--- src/rtl/ttt_game_ctrl.sv ---
// ttt_game_ctrl: game sequencer for the ttt board core.
//   Arbitrates the two player move ports by turn. Rejects out-of-range and occupied moves.
//   Sends legal moves to the core as one-cycle enable strobes. Detects win, draw and
//   (optionally) turn timeout. Keeps per-player saturating scores across games.
// Optional feature: define TTT_TIMEOUT_EN to build the WAIT_MOVE idle-turn timeout (forfeit).
// Ports:
//   clk_i, reset_ni            clock, synchronous active-low reset
//   start_i                    begin/restart a game from IDLE or GAME_OVER
//   pN_valid_i/x_i/y_i/ready_o move handshake for player N (N = 0, 1)
//   core_reset_o/enable_o/x_o/y_o  clear and move strobe to the board core
//   core_board_i/winner_i/player_i board state, win flag and next-player flag from the core
//   game_over_o, result_o, forfeit_o        game outcome
//   move_err_o, err_code_o, move_count_o    move status
//   score_p0_o, score_p1_o, desync_o        cross-game scores, sticky turn-mismatch flag
module ttt_game_ctrl #(
    parameter int unsigned TIMEOUT_CYCLES = 1000,
    parameter int unsigned SCORE_W        = 8
) (
    input  logic               clk_i,
    input  logic               reset_ni,
    input  logic               start_i,
    input  logic               p0_valid_i,
    input  logic [2:0]         p0_x_i,
    input  logic [2:0]         p0_y_i,
    output logic               p0_ready_o,
    input  logic               p1_valid_i,
    input  logic [2:0]         p1_x_i,
    input  logic [2:0]         p1_y_i,
    output logic               p1_ready_o,
    output logic               core_reset_o,
    output logic               core_enable_o,
    output logic [2:0]         core_x_o,
    output logic [2:0]         core_y_o,
    input  logic [17:0]        core_board_i,
    input  logic               core_winner_i,
    input  logic               core_player_i,
    output logic               game_over_o,
    output logic [1:0]         result_o,
    output logic               forfeit_o,
    output logic               move_err_o,
    output logic [1:0]         err_code_o,
    output logic [3:0]         move_count_o,
    output logic [SCORE_W-1:0] score_p0_o,
    output logic [SCORE_W-1:0] score_p1_o,
    output logic               desync_o
);

    localparam logic [2:0] StIdle     = 3'd0;
    localparam logic [2:0] StClear    = 3'd1;
    localparam logic [2:0] StWait     = 3'd2;
    localparam logic [2:0] StValidate = 3'd3;
    localparam logic [2:0] StIssue    = 3'd4;
    localparam logic [2:0] StSettle   = 3'd5;
    localparam logic [2:0] StCheck    = 3'd6;
    localparam logic [2:0] StGameOver = 3'd7;

    localparam logic [SCORE_W-1:0] ScoreMax = '1;

    logic [2:0]         state_q, state_d;
    logic               turn_q, turn_d;
    logic [2:0]         mv_x_q, mv_x_d;
    logic [2:0]         mv_y_q, mv_y_d;
    logic [3:0]         move_count_q, move_count_d;
    logic [1:0]         result_q, result_d;
    logic               move_err_q, move_err_d;
    logic [1:0]         err_code_q, err_code_d;
    logic [SCORE_W-1:0] score_p0_q, score_p0_d;
    logic [SCORE_W-1:0] score_p1_q, score_p1_d;
    logic               desync_q, desync_d;

    logic       acc_p0, acc_p1;
    logic [8:0] occupied;
    logic [3:0] cell_idx;
    logic       range_err;

    always_comb begin
        for (int i = 0; i < 9; i++) begin
            occupied[i] = |core_board_i[2*i +: 2];
        end
    end

    // Only meaningful when range_err is low; the low two bits then hold the whole coordinate.
    assign cell_idx  = 4'(mv_y_q[1:0]) * 4'd3 + 4'(mv_x_q[1:0]);
    assign range_err = (mv_x_q > 3'd2) || (mv_y_q > 3'd2);

    assign acc_p0 = (state_q == StWait) && !turn_q && p0_valid_i;
    assign acc_p1 = (state_q == StWait) && turn_q && p1_valid_i;

`ifdef TTT_TIMEOUT_EN
    localparam int unsigned TmoW = (TIMEOUT_CYCLES > 1) ? $clog2(TIMEOUT_CYCLES) : 1;

    logic [TmoW-1:0] tmo_cnt_q, tmo_cnt_d;
    logic            forfeit_q, forfeit_d;
    logic            tmo_hit;

    // The cycle holding count TIMEOUT_CYCLES-1 is the last idle cycle allowed.
    assign tmo_hit   = (tmo_cnt_q == TmoW'(TIMEOUT_CYCLES - 1));
    assign forfeit_o = forfeit_q;
`else
    logic unused_timeout;
    assign unused_timeout = ^TIMEOUT_CYCLES;
    assign forfeit_o      = 1'b0;
`endif

    always_comb begin
        state_d      = state_q;
        turn_d       = turn_q;
        mv_x_d       = mv_x_q;
        mv_y_d       = mv_y_q;
        move_count_d = move_count_q;
        result_d     = result_q;
        move_err_d   = 1'b0;
        err_code_d   = err_code_q;
        score_p0_d   = score_p0_q;
        score_p1_d   = score_p1_q;
        desync_d     = desync_q;
`ifdef TTT_TIMEOUT_EN
        tmo_cnt_d    = tmo_cnt_q;
        forfeit_d    = forfeit_q;
`endif
        unique case (state_q)
            StIdle: begin
                if (start_i) state_d = StClear;
            end
            StClear: begin
                turn_d       = 1'b0;
                move_count_d = 4'd0;
                result_d     = 2'b00;
`ifdef TTT_TIMEOUT_EN
                tmo_cnt_d    = '0;
                forfeit_d    = 1'b0;
`endif
                state_d      = StWait;
            end
            StWait: begin
                if (acc_p0 || acc_p1) begin
                    mv_x_d  = acc_p0 ? p0_x_i : p1_x_i;
                    mv_y_d  = acc_p0 ? p0_y_i : p1_y_i;
                    state_d = StValidate;
                end else begin
`ifdef TTT_TIMEOUT_EN
                    if (tmo_hit) begin
                        // Idle player forfeits; the opponent takes the win.
                        forfeit_d = 1'b1;
                        result_d  = turn_q ? 2'b01 : 2'b10;
                        if (turn_q) begin
                            if (score_p0_q != ScoreMax) score_p0_d = score_p0_q + 1'b1;
                        end else begin
                            if (score_p1_q != ScoreMax) score_p1_d = score_p1_q + 1'b1;
                        end
                        state_d = StGameOver;
                    end else begin
                        tmo_cnt_d = tmo_cnt_q + 1'b1;
                    end
`endif
                end
            end
            StValidate: begin
                if (range_err) begin
                    move_err_d = 1'b1;
                    err_code_d = 2'b01;
                    state_d    = StWait;
                end else if (occupied[cell_idx]) begin
                    move_err_d = 1'b1;
                    err_code_d = 2'b10;
                    state_d    = StWait;
                end else begin
                    state_d = StIssue;
                end
            end
            StIssue: begin
`ifdef TTT_TIMEOUT_EN
                tmo_cnt_d = '0;
`endif
                state_d = StSettle;
            end
            StSettle: begin
                state_d = StCheck;
            end
            StCheck: begin
                move_count_d = move_count_q + 4'd1;
                // The core should now name the player we are about to toggle to.
                if (core_player_i == turn_q) desync_d = 1'b1;
                if (core_winner_i) begin
                    result_d = turn_q ? 2'b10 : 2'b01;
                    if (turn_q) begin
                        if (score_p1_q != ScoreMax) score_p1_d = score_p1_q + 1'b1;
                    end else begin
                        if (score_p0_q != ScoreMax) score_p0_d = score_p0_q + 1'b1;
                    end
                    state_d = StGameOver;
                end else if (&occupied) begin
                    result_d = 2'b11;
                    state_d  = StGameOver;
                end else begin
                    turn_d  = ~turn_q;
                    state_d = StWait;
                end
            end
            StGameOver: begin
                if (start_i) state_d = StClear;
            end
        endcase
    end

    always_ff @(posedge clk_i) begin
        if (!reset_ni) begin
            state_q      <= StIdle;
            turn_q       <= 1'b0;
            mv_x_q       <= 3'd0;
            mv_y_q       <= 3'd0;
            move_count_q <= 4'd0;
            result_q     <= 2'b00;
            move_err_q   <= 1'b0;
            err_code_q   <= 2'b00;
            score_p0_q   <= '0;
            score_p1_q   <= '0;
            desync_q     <= 1'b0;
        end else begin
            state_q      <= state_d;
            turn_q       <= turn_d;
            mv_x_q       <= mv_x_d;
            mv_y_q       <= mv_y_d;
            move_count_q <= move_count_d;
            result_q     <= result_d;
            move_err_q   <= move_err_d;
            err_code_q   <= err_code_d;
            score_p0_q   <= score_p0_d;
            score_p1_q   <= score_p1_d;
            desync_q     <= desync_d;
        end
    end

`ifdef TTT_TIMEOUT_EN
    always_ff @(posedge clk_i) begin
        if (!reset_ni) begin
            tmo_cnt_q <= '0;
            forfeit_q <= 1'b0;
        end else begin
            tmo_cnt_q <= tmo_cnt_d;
            forfeit_q <= forfeit_d;
        end
    end
`endif

    assign p0_ready_o    = (state_q == StWait) && !turn_q;
    assign p1_ready_o    = (state_q == StWait) && turn_q;
    assign core_reset_o  = (state_q == StIdle) || (state_q == StClear);
    assign core_enable_o = (state_q == StIssue);
    assign core_x_o      = core_enable_o ? mv_x_q : 3'd0;
    assign core_y_o      = core_enable_o ? mv_y_q : 3'd0;
    assign game_over_o   = (state_q == StGameOver);
    assign result_o      = result_q;
    assign move_err_o    = move_err_q;
    assign err_code_o    = err_code_q;
    assign move_count_o  = move_count_q;
    assign score_p0_o    = score_p0_q;
    assign score_p1_o    = score_p1_q;
    assign desync_o      = desync_q;

endmodule
--- config.mk ---
export PLATFORM = sky130hd
export DESIGN_NAME = ttt_game_ctrl
export DESIGN_NICKNAME = d
export VERILOG_FILES = /design/src/rtl/ttt_game_ctrl.sv
export SDC_FILE = /design/constraint.sdc
export NUM_CORES = 1
export LEC_CHECK = 0
export ABC_AREA = 1
export CAP_MARGIN = 10
export CORE_AREA = 2 2 72 74
export CTS_BUF_LIST = sky130_fd_sc_hd__clkbuf_16
export CTS_CLUSTER_DIAMETER = 200
export DETAILED_ROUTE_END_ITERATION = 10
export DIE_AREA = 0 0 74 76
export GPL_TIMING_DRIVEN = 1
export PLACE_DENSITY = 0.84
export SLEW_MARGIN = 20
export SYNTH_ARGS = -nofsm -noshare
export SYNTH_HDL_FRONTEND = slang
export SYNTH_SLANG_ARGS = --single-unit
--- constraint.sdc ---
create_clock -name clk_i -period 3.4 [get_ports clk_i]
set_input_delay 1.02 -clock clk_i [delete_from_list [all_inputs] [get_ports clk_i]]
set_output_delay 1.02 -clock clk_i [all_outputs]
set_load 0.005 [all_outputs]
==> flow_metrics.py, run 1 <==
metrics = {
    "run_status": {
        "outcome": "completed",
    },
    "route": {
        "wl_um": 5310,
        "num_vias": 2232,
        "drt_iter0_drc": 82,
        "drc": 0,
        "wl_per_cell_um": 11.4,
        "ant_nets": 0,
        "viasPerCell": 4.81,
        "firstDrtPassIters": 4,
    },
    "sta": {
        "layout_min_cycle_time_ns": 2.77,
        "timing.final.crit_share_pct": 81.4,
        "tightestPinTransition_ns": 0.530,
        "finalSetupViolations": 0,
        "rsz0062_at_grt": "false",
        "finalHoldViolCount": 0,
        "fmax_ghz": 0.361,
        "finalClockSkew_ns": 0.00501,
        "slew_viol_final": 0,
        "setup_tns_ns": 0,
        "slew_headroom_pct": 64.7,
    },
    "placement": {
        "hpwl_um": 4090,
        "io_buffers": 73,
        "placed_area_mm2": 0.00292,
        "place_congestion": 0.876,
    },
    "final_layout": {
        "n_antenna_cell": 0,
        "drive_above_1_share_pct": 6.60,
        "area_growth_pct": 44.3,
        "design_area_mm2": 0.00305,
        "nNetsFinal": 439,
    },
    "cts": {
        "path_clk_slew_ns": 0.05,
        "postCtsHoldBufs": 0,
        "cts_buffers": 5,
        "post_cts_buffers": 0,
        "cts_tree": "built",
        "htree_levels": 2,
        "clk_path_buf_depth": 2,
        "root_buffer": "clkbuf_16",
        "clk_latency_ns": 0.28,
        "cts.repair.resized": 0,
        "cts.sinks": 36,
    },
    "floorplan": {
        "die_h_um": 76,
        "die_area_mm2": 0.00562,
        "ioPinCount": 75,
        "core_region_area_mm2": 0.00491,
        "die_x_um": 74,
        "rows": 26,
        "initial_utilization_pct": 43.0,
    },
    "synth": {
        "yosys.cell_types.count": 31,
        "synth_top_family_by_area": "simple AND/OR/NAND/NOR gates",
        "synthTopCellsByCount": "nand2_1 (56), inv_1 (51), nor2_1 (47)",
        "synth.most_common_cell": "nand2_1",
        "synth-seq-area-share_pct": 34.1,
        "synth_edf_count": 0,
        "synth_fa_ha_area_share_pct": 5.45,
        "postSynth.asyncResetShare_pct": 0,
        "synth_flop_cell": "dfxtp_1",
        "syn_avg_cell_area_um2": 6.64,
        "synthSimpleGateAreaFrac_pct": 33.0,
        "syn-num-nets": 363,
        "yosysTopAreaCell": "dfxtp_1",
        "yosysWarningCount": 0,
        "synth.area.top_cells": "dfxtp_1 (34%), nand2_1 (10%), inv_1 (9.1%)",
        "yosys.area_share.xor_xnor_pct": 0.829,
        "synth_cells": 318,
        "muxShareOfSynthArea_pct": 0,
        "yosysTopAreaCellShare_pct": 34.1,
        "netlist_area_mm2": 0.00211,
        "synth_compound_area_share_pct": 15.5,
        "synth-seq-cells": 36,
    },
    "power_and_ir_drop": {
        "p_comb_share_pct": 36.1,
        "p_sw_mw": 0.505,
        "seqPwrFrac_pct": 35.0,
        "switching_share_pct": 34.5,
        "p_leak_nw": 1.25,
        "clkPwrFrac_pct": 28.9,
        "pwr_density_cell_mw_per_mm2": 481,
        "ir_drop_mv": 0.294,
        "power.internal_mw": 0.960,
    },
    "setup_path": {
        "critical_path_required_ns": 2.38,
        "path_class": "reg2out",
        "end_kind": "primary output",
        "cp_cell_sequence": "nand2_2 -> nor2_1 -> inv_1 -> nor2_1 -> clkdlybuf4s50_1",
        "crit_family": "buffers and inverters",
        "worstSetupStartpointType": "flip-flop",
        "cp.buffers_inverters": 2,
        "worstPathArrival_ns": 1.75,
        "rr_worst_depth": 11,
        "cp_slowest_cell": "clkdlybuf4s50_1",
        "cp.depth": 5,
        "crit_fanout": 5,
        "cpPeakStageDelay_ns": 0.50,
        "cpMostUsedCell": "nor2_1",
    },
    "hold_path": {
        "worst_hold_path_type": "reg2reg",
        "hold_depth": 2,
    },
    "grt": {
        "grt.overflow.total": 0,
        "grt_antenna_before_repair": 0,
        "grt_use_total_pct": 19.4,
        "grt_pass1_wl_um": 8780,
        "grt_max_degree": 23,
        "grt_pass1_vias": 2147,
    },
    "job": {
        "cap_violations": 0,
    },
}
[cells in the final DEF, fill, tap and decap left out, drive strengths merged, types with 2 or more instances in the layout]
master         synthesis  final
fa                     2      2
or2                    3      3
nor4                   2      2
clkbuf                 3      5
a21oi                 28     28
nand4                  3      3
o22ai                  2      2
o21a                   7      7
inv                   54     54
nor2                  52     52
nand3                 24     24
clkdlybuf4s50          0     73
o21ai                 23     23
nand2                 61     61
ha                     6      6
dfxtp                 36     36
nor3                   4      4
clkinv                 1      3
[area by class of cell]
class | instances | area (µm²)
clock inverters | 2 | 7.51
flip-flops and latches | 36 | 721
clock buffers | 5 | 125
well taps | 70 | 87.6
inverters | 55 | 208
multi-input cells | 222 | 1160
fillers | 453 | 1860
repair buffers | 74 | 738
[state kept, by name (all words and copies together), names as in the netlist]
register	flops
move_err_o	1
mv_y_q	3
score_p1_o	8
score_p0_o	8
mv_x_q	3
err_code_o	2
result_o	2
state_q	3
move_count_o	4
turn_q	1
desync_o	1
[through the flow]
step / power (mW) / util (%) / std cells / hold WS (ns) / setup slack, ns
after floorplan: 0.855 / - / 318 / 0.445 / 1.03
after global placement: 1.03 / 59.3 / 457 / 0.454 / 0.922
after detailed placement: 1.05 / 59.3 / 457 / 0.459 / 0.846
after CTS: 1.47 / 62.0 / 464 / 0.472 / 0.619
after global routing: 1.57 / 62.0 / 464 / 0.494 / 0.512
final: 1.47 / 62.0 / 464 / 0.467 / 0.631
[power groups by stage]
stage | Sequential (mW) | Combinational [mW] | Clock [mW]
floorplan | 0.509 | 0.346 | 0
finish | 0.514 | 0.529 | 0.423
global placement | 0.520 | 0.513 | 0
CTS | 0.513 | 0.532 | 0.429
global route | 0.522 | 0.602 | 0.442
detailed placement | 0.521 | 0.528 | 0
[worst register-to-register path, cell delays in order (launching register included)]
cell	delay, ns
dfxtp_1	0.40
inv_1	0.11
fa_1	0.49
inv_1	0.04
ha_1	0.20
fa_1	0.47
nor4_1	0.29
nor2_1	0.08
nand2_1	0.10
nand2_1	0.08
nand2_1	0.08
a21oi_1	0.05
[final timing paths]
check                startpoint             to  slack, ns
setup / recovery     state_q[1]     p0_ready_o       0.63
hold / removal    err_code_o[1]  err_code_o[1]       0.47
setup reg to reg      mv_y_q[1]  err_code_o[1]       0.85
hold reg to reg   err_code_o[1]  err_code_o[1]       0.47
[kinds of logic after synthesis]
logic type                 count (synthesis)
and+or+nand+nor                          150
AOI/OAI and AO/OA                         61
buffers and inverters                     60
DFF                                       36
adders and majority gates                  8
xor gates and xnor gates                   2
other                                      1
[per-layer routing]
metal / vias to the layer above / routed length, µm / GRT usage, %
met2: 65 / 2610 / 34.4
met5: - / 0 / 0
li1: 1161 / - / -
met1: 993 / 2240 / 21.0
met3: 13 / 352 / 4.63
met4: 0 / 108 / 9.27
(Power assumes the default switching activity.)
==> inputs of run 2 (changes only) <==
--- a/config.mk
+++ b/config.mk
@@ -7,13 +7,13 @@
 export LEC_CHECK = 0
 export ABC_AREA = 1
 export CAP_MARGIN = 10
-export CORE_AREA = 2 2 72 74
+export CORE_AREA = 2 2 75 77
 export CTS_BUF_LIST = sky130_fd_sc_hd__clkbuf_16
 export CTS_CLUSTER_DIAMETER = 200
 export DETAILED_ROUTE_END_ITERATION = 10
-export DIE_AREA = 0 0 74 76
+export DIE_AREA = 0 0 77 79
 export GPL_TIMING_DRIVEN = 1
-export PLACE_DENSITY = 0.84
+export PLACE_DENSITY = 0.82
 export SLEW_MARGIN = 20
 export SYNTH_ARGS = -nofsm -noshare
 export SYNTH_HDL_FRONTEND = slang
==> constraint.sdc (replaced) <==
create_clock -name clk_i -period 2.4 [get_ports clk_i]
set_input_delay 0.72 -clock clk_i [delete_from_list [all_inputs] [get_ports clk_i]]
set_output_delay 0.72 -clock clk_i [all_outputs]
set_load 0.005 [all_outputs]
==> flow_metrics.py, run 2 (synthesis gave the netlist of run 1 again) <==
metrics = {
    "cts": {
        "root_buffer": "clkbuf_16",
        "clk_path_buf_depth": 2,
        "htree_levels": 2,
        "cts_tree": "built",
        "cts_buffers": 5,
        "path_clk_slew_ns": 0.05,
        "clk_latency_ns": 0.28,
        "cts.sinks": 36,
    },
    "power_and_ir_drop": {
        "p_leak_nw": 1.38,
        "p_sw_mw": 0.784,
        "ir_drop_mv": 0.460,
        "p_comb_share_pct": 40.1,
        "clkPwrFrac_pct": 26.8,
        "switching_share_pct": 35.2,
        "total_power_mw": 2.23,
        "seqPwrFrac_pct": 33.1,
        "power.internal_mw": 1.44,
        "pwr_density_cell_mw_per_mm2": 700,
    },
    "job": {
        "cap_violations": 0,
    },
    "final_layout": {
        "final_cell_count_no_fill": 475,
        "regArea_um2": 728,
        "final_cell_mix": "clkdlybuf4s50_1 (68), nand2_1 (53), inv_1 (47), nor2_1 (43), dfxtp_1 (30)",
        "area_growth_pct": 50.7,
        "design_area_mm2": 0.00318,
        "fillers": 508,
        "drive_above_1_share_pct": 13.6,
        "n_antenna_cell": 0,
        "nNetsFinal": 448,
        "final_core_util_pct": 59.6,
        "multi_input_area_mm2": 0.00120,
        "final_common_cell": "clkdlybuf4s50_1",
    },
    "setup_path": {
        "cp_cell_sequence": "nand2_2 -> nor2_4 -> inv_1 -> nor2_1 -> clkdlybuf4s50_1",
        "crit_family": "buffers and inverters",
        "worstPathArrival_ns": 1.70,
        "regToRegStartpoint": "mv_y_q[1]",
        "cpPeakStageDelay_ns": 0.52,
        "cp.depth": 5,
        "cp.buffers_inverters": 2,
        "worstSetupStartpointType": "flip-flop",
        "crit_fanout": 5,
        "critical_path_required_ns": 1.68,
        "cp_slowest_cell": "clkdlybuf4s50_1",
        "path_class": "reg2out",
        "r2r_end": "err_code_o[0]",
        "rr_worst_depth": 14,
        "r2r_slack_ns": -0.01,
        "end_kind": "primary output",
    },
    "route": {
        "wl_per_cell_um": 11.7,
        "wl_um": 5540,
        "firstDrtPassIters": 4,
        "num_vias": 2264,
        "viasPerCell": 4.77,
        "drt_iter0_drc": 50,
        "ant_nets": 0,
        "drc": 0,
    },
    "sta": {
        "rsz0062_at_grt": "true",
        "holdWs_ns": 0.467,
        "finalHoldViolCount": 0,
        "slew_viol_final": 0,
        "layout_min_cycle_time_ns": 2.42,
        "fmax_ghz": 0.413,
        "finalClockSkew_ns": 0.00378,
        "finalSetupViolations": 2,
        "worst_slack_ns": -0.0220,
        "timing.final.crit_share_pct": 101,
    },
    "floorplan": {
        "rows": 27,
        "die_h_um": 79,
        "initial_utilization_pct": 39.6,
        "ioPinCount": 75,
        "die_area_mm2": 0.00608,
        "core_region_area_mm2": 0.00534,
        "die_x_um": 77,
    },
    "hold_path": {
        "min_from": "desync_o",
        "worst_hold_path_type": "reg2reg",
        "hold_depth": 2,
        "hold-path-endpoint": "desync_o",
    },
    "placement": {
        "place_congestion": 0.877,
        "numPlacedInstances": 466,
        "placed_area_mm2": 0.00297,
        "hpwl_um": 4250,
        "io_buffers": 73,
    },
    "grt": {
        "grt_antenna_before_repair": 0,
        "grt_pass1_wl_um": 9220,
        "grt_use_total_pct": 18.5,
        "met3_usage_pct": 4.66,
        "use_met2_pct": 34.1,
        "grt.overflow.total": 0,
        "grt_max_degree": 22,
        "grt_pass1_vias": 2188,
        "busiest_layer": "met2",
        "use_met1_pct": 20.1,
    },
    "run_status": {
        "violations": "setup timing",
        "outcome": "finished, violations left",
    },
}
==> run 2: cell count changes in the layout (fill, tap and decap cells not counted), moves of 5 or more <==
cell / previous run / this run
dfxtp_2: 0 / 6
dlymetal6s2s_1: 0 / 5
clkdlybuf4s50_1: 73 / 68
buf_4: 1 / 10
dfxtp_1: 36 / 30
==> run 2: worst reg2reg max path: stages (launching register included) <==
cell and delay (ns):
dfxtp_2 0.33, inv_2 0.05, fa_1 0.53, inv_1 0.04, ha_2 0.17, fa_2 0.56, inv_1 0.05, nand2_1 0.07
nor2_1 0.04, nand2_1 0.05, nand2_1 0.06, nand2_2 0.07, nand2_2 0.07, a21oi_1 0.16, nor2_1 0.06
==> run 2: metal layers <==
metal / wire, µm / share of wire [%] / up-vias
li1: - / - / 1182
met1: 2360 / 43 / 991
met2: 2680 / 48 / 81
met3: 380 / 6.9 / 10
met4: 114 / 2.1 / 0
met5: 0 / 0 / -
==> run 2: area by class of cell <==
class | instances | area share (%)
clock inverter | 2 | 0.236
inverter | 55 | 6.53
timing repair buffer | 83 | 25.7
clock buffer | 5 | 3.93
tap | 72 | 2.83
multi-input combinational | 222 | 37.9
sequential | 36 | 22.9
==> run 2: through the flow <==
step                setup WS, ns  setup TNS, ns
floorplan                 0.0266              0
global placement         -0.0607        -0.0767
detailed placement        -0.124         -0.268
CTS                      -0.0285        -0.0398
global route              -0.123         -0.493
finish                   -0.0220        -0.0310
==> run 2: power groups by stage <==
| stage | Sequential (mW) | Combinational, mW | Clock, mW |
|---|---|---|---|
| after detailed placement | 0.729 | 0.806 | 0 |
| final | 0.737 | 0.892 | 0.597 |
| after global routing | 0.745 | 0.998 | 0.631 |
| after CTS | 0.725 | 0.847 | 0.602 |
| after global placement | 0.727 | 0.776 | 0 |
| after floorplan | 0.721 | 0.490 | 0 |
==> run 2: how the worst max path moves through the flow <==
stage / start / to / slack [ns]
after detailed placement: mv_x_q[1] / err_code_o[1] / -0.12
after global placement: mv_x_q[1] / err_code_o[1] / -0.06
after global routing: mv_y_q[1] / err_code_o[0] / -0.12
after CTS: mv_y_q[1] / err_code_o[1] / -0.03
final: state_q[1] / p1_ready_o / -0.02
after floorplan: mv_y_q[1] / err_code_o[1] / 0.03
==> run 2: repair_timing <==
item,in CTS,in global routing
pin swaps,7,3
endpoints found under the setup margin,12,13
buffers inserted,1,1
cloned,0,0
gates resized for setup,15,13
hold buffers,0,0
==> inputs of run 3 (changes only) <==
--- a/config.mk
+++ b/config.mk
@@ -13,7 +13,7 @@
 export DETAILED_ROUTE_END_ITERATION = 10
 export DIE_AREA = 0 0 77 79
 export GPL_TIMING_DRIVEN = 1
-export PLACE_DENSITY = 0.82
+export PLACE_DENSITY = 0.76
 export SLEW_MARGIN = 20
 export SYNTH_ARGS = -nofsm -noshare
 export SYNTH_HDL_FRONTEND = slang
==> flow_metrics.py, run 3 (synthesis gave the netlist of run 1 again) <==
metrics = {
    "final_layout": {
        "final_cell_mix": "clkdlybuf4s50_1 (68), nand2_1 (52), inv_1 (48), nor2_1 (43), dfxtp_1 (32)",
        "final_common_cell": "clkdlybuf4s50_1",
        "nNetsFinal": 450,
        "drive_above_1_share_pct": 13.8,
        "fillers": 514,
        "area_growth_pct": 51.8,
        "design_area_mm2": 0.00321,
        "n_antenna_cell": 0,
    },
    "power_and_ir_drop": {
        "ir_drop_mv": 0.341,
        "total_power_mw": 2.25,
        "pwr_density_cell_mw_per_mm2": 703,
        "p_leak_nw": 1.40,
    },
    "sta": {
        "fmax_ghz": 0.415,
        "finalSetupViolations": 1,
        "tightestPinTransition_ns": 0.660,
        "slew_headroom_pct": 55.7,
        "timing.final.crit_share_pct": 100,
        "holdWs_ns": 0.469,
        "finalHoldViolCount": 0,
        "setup_tns_ns": -0.00880,
        "rsz0062_at_grt": "true",
        "layout_min_cycle_time_ns": 2.41,
        "slew_viol_final": 0,
        "finalClockSkew_ns": 0.00530,
        "worst_slack_ns": -0.00880,
    },
    "cts": {
        "clk_latency_ns": 0.28,
        "root_buffer": "clkbuf_16",
        "cts_tree": "built",
        "postCtsHoldBufs": 0,
        "cts.sinks": 36,
        "clk_path_buf_depth": 2,
        "htree_levels": 2,
        "path_clk_slew_ns": 0.05,
        "cts_buffers": 5,
    },
    "route": {
        "drc": 0,
        "drt_iter0_drc": 121,
        "num_vias": 2251,
        "ant_nets": 0,
        "viasPerCell": 4.72,
        "firstDrtPassIters": 4,
        "wl_per_cell_um": 11.8,
        "wl_um": 5640,
    },
    "placement": {
        "placed_area_mm2": 0.00297,
        "place_congestion": 0.881,
        "io_buffers": 73,
        "hpwl_um": 4170,
    },
    "setup_path": {
        "crit_fanout": 3,
        "end_kind": "flip-flop",
        "worstSetupStartpointType": "flip-flop",
        "critical_path_required_ns": 2.54,
        "path_class": "reg2reg",
        "worstPathArrival_ns": 2.55,
    },
    "floorplan": {
        "ioPinCount": 75,
        "rows": 27,
        "core_region_area_mm2": 0.00534,
        "initial_utilization_pct": 39.6,
        "die_h_um": 79,
        "die_x_um": 77,
        "die_area_mm2": 0.00608,
    },
    "run_status": {
        "violations": "setup timing",
        "outcome": "finished, violations left",
    },
    "grt": {
        "grt_max_degree": 22,
        "grt_antenna_before_repair": 0,
        "grt.overflow.total": 0,
        "grt_pass1_wl_um": 8990,
        "grt_pass1_vias": 2111,
        "grt_use_total_pct": 18.2,
    },
    "job": {
        "cap_violations": 0,
    },
    "hold_path": {
        "worst_hold_path_type": "reg2reg",
    },
}
## run 3: report_power, final
part	switching (mW)	leakage, nW	total (mW)	internal (mW)
combinational	0.503	1.04	0.916	0.413
clock	0.228	0.0648	0.599	0.371
sequential	0.0680	0.293	0.739	0.671
## run 3: cell type report
class	count	area (µm²)	share of cell area (%)
clock buffer	5	125	3.90
clock inverter	2	7.51	0.234
inverter	55	208	6.48
multi-input combinational	222	1220	37.9
sequential	36	726	22.6
tap	72	90.1	2.81
timing repair buffer	85	833	26.0
## run 3: critical path, cell delays in order, from the launching register on
cell and delay (ns):
dfxtp_2 0.35, inv_2 0.05, fa_1 0.52, inv_1 0.04, ha_2 0.16, fa_1 0.52
nand2_1 0.07, nor2_1 0.08, nand2_1 0.05, nand2_1 0.07, nand2_2 0.07, nand2_4 0.08
nand2_4 0.06, nand2_2 0.08, a21oi_2 0.05
## run 3: path summary, 6_finish.rpt
check | cells after the start | to | slack (ns) | startpoint
setup / recovery | 14 | err_code_o[1] | -0.009 | mv_x_q[1]
hold / removal | 2 | mv_y_q[2] | 0.47 | mv_y_q[2]
setup reg to reg | 14 | err_code_o[1] | -0.009 | mv_x_q[1]
hold reg to reg | 2 | mv_y_q[2] | 0.47 | mv_y_q[2]
## run 3: layer usage
metal	global-route usage, %	vias up	part of all wire [%]
li1	-	1183	-
met1	20.1	996	41
met2	33.2	64	50
met3	5.80	8	7.6
met4	5.71	0	1.5
met5	0	-	0
## run 3: repair_timing
item / in CTS / in global routing
endpoints found under the hold margin: 0 / 0
buffers inserted: 3 / 1
pin swaps: 6 / 6
setup endpoints to repair: 9 / 14
cloned: 0 / 0
resized for setup: 10 / 18
## run 3: stage by stage
step                std cells  utilization (%)  worst slack (ns)
floorplan                 318                -            0.0266
global placement          466             55.6           -0.0480
detailed placement        466             55.6           -0.0898
CTS                       476             58.9           0.00231
global route              477             60.1            -0.174
finish                    477             60.1          -0.00880
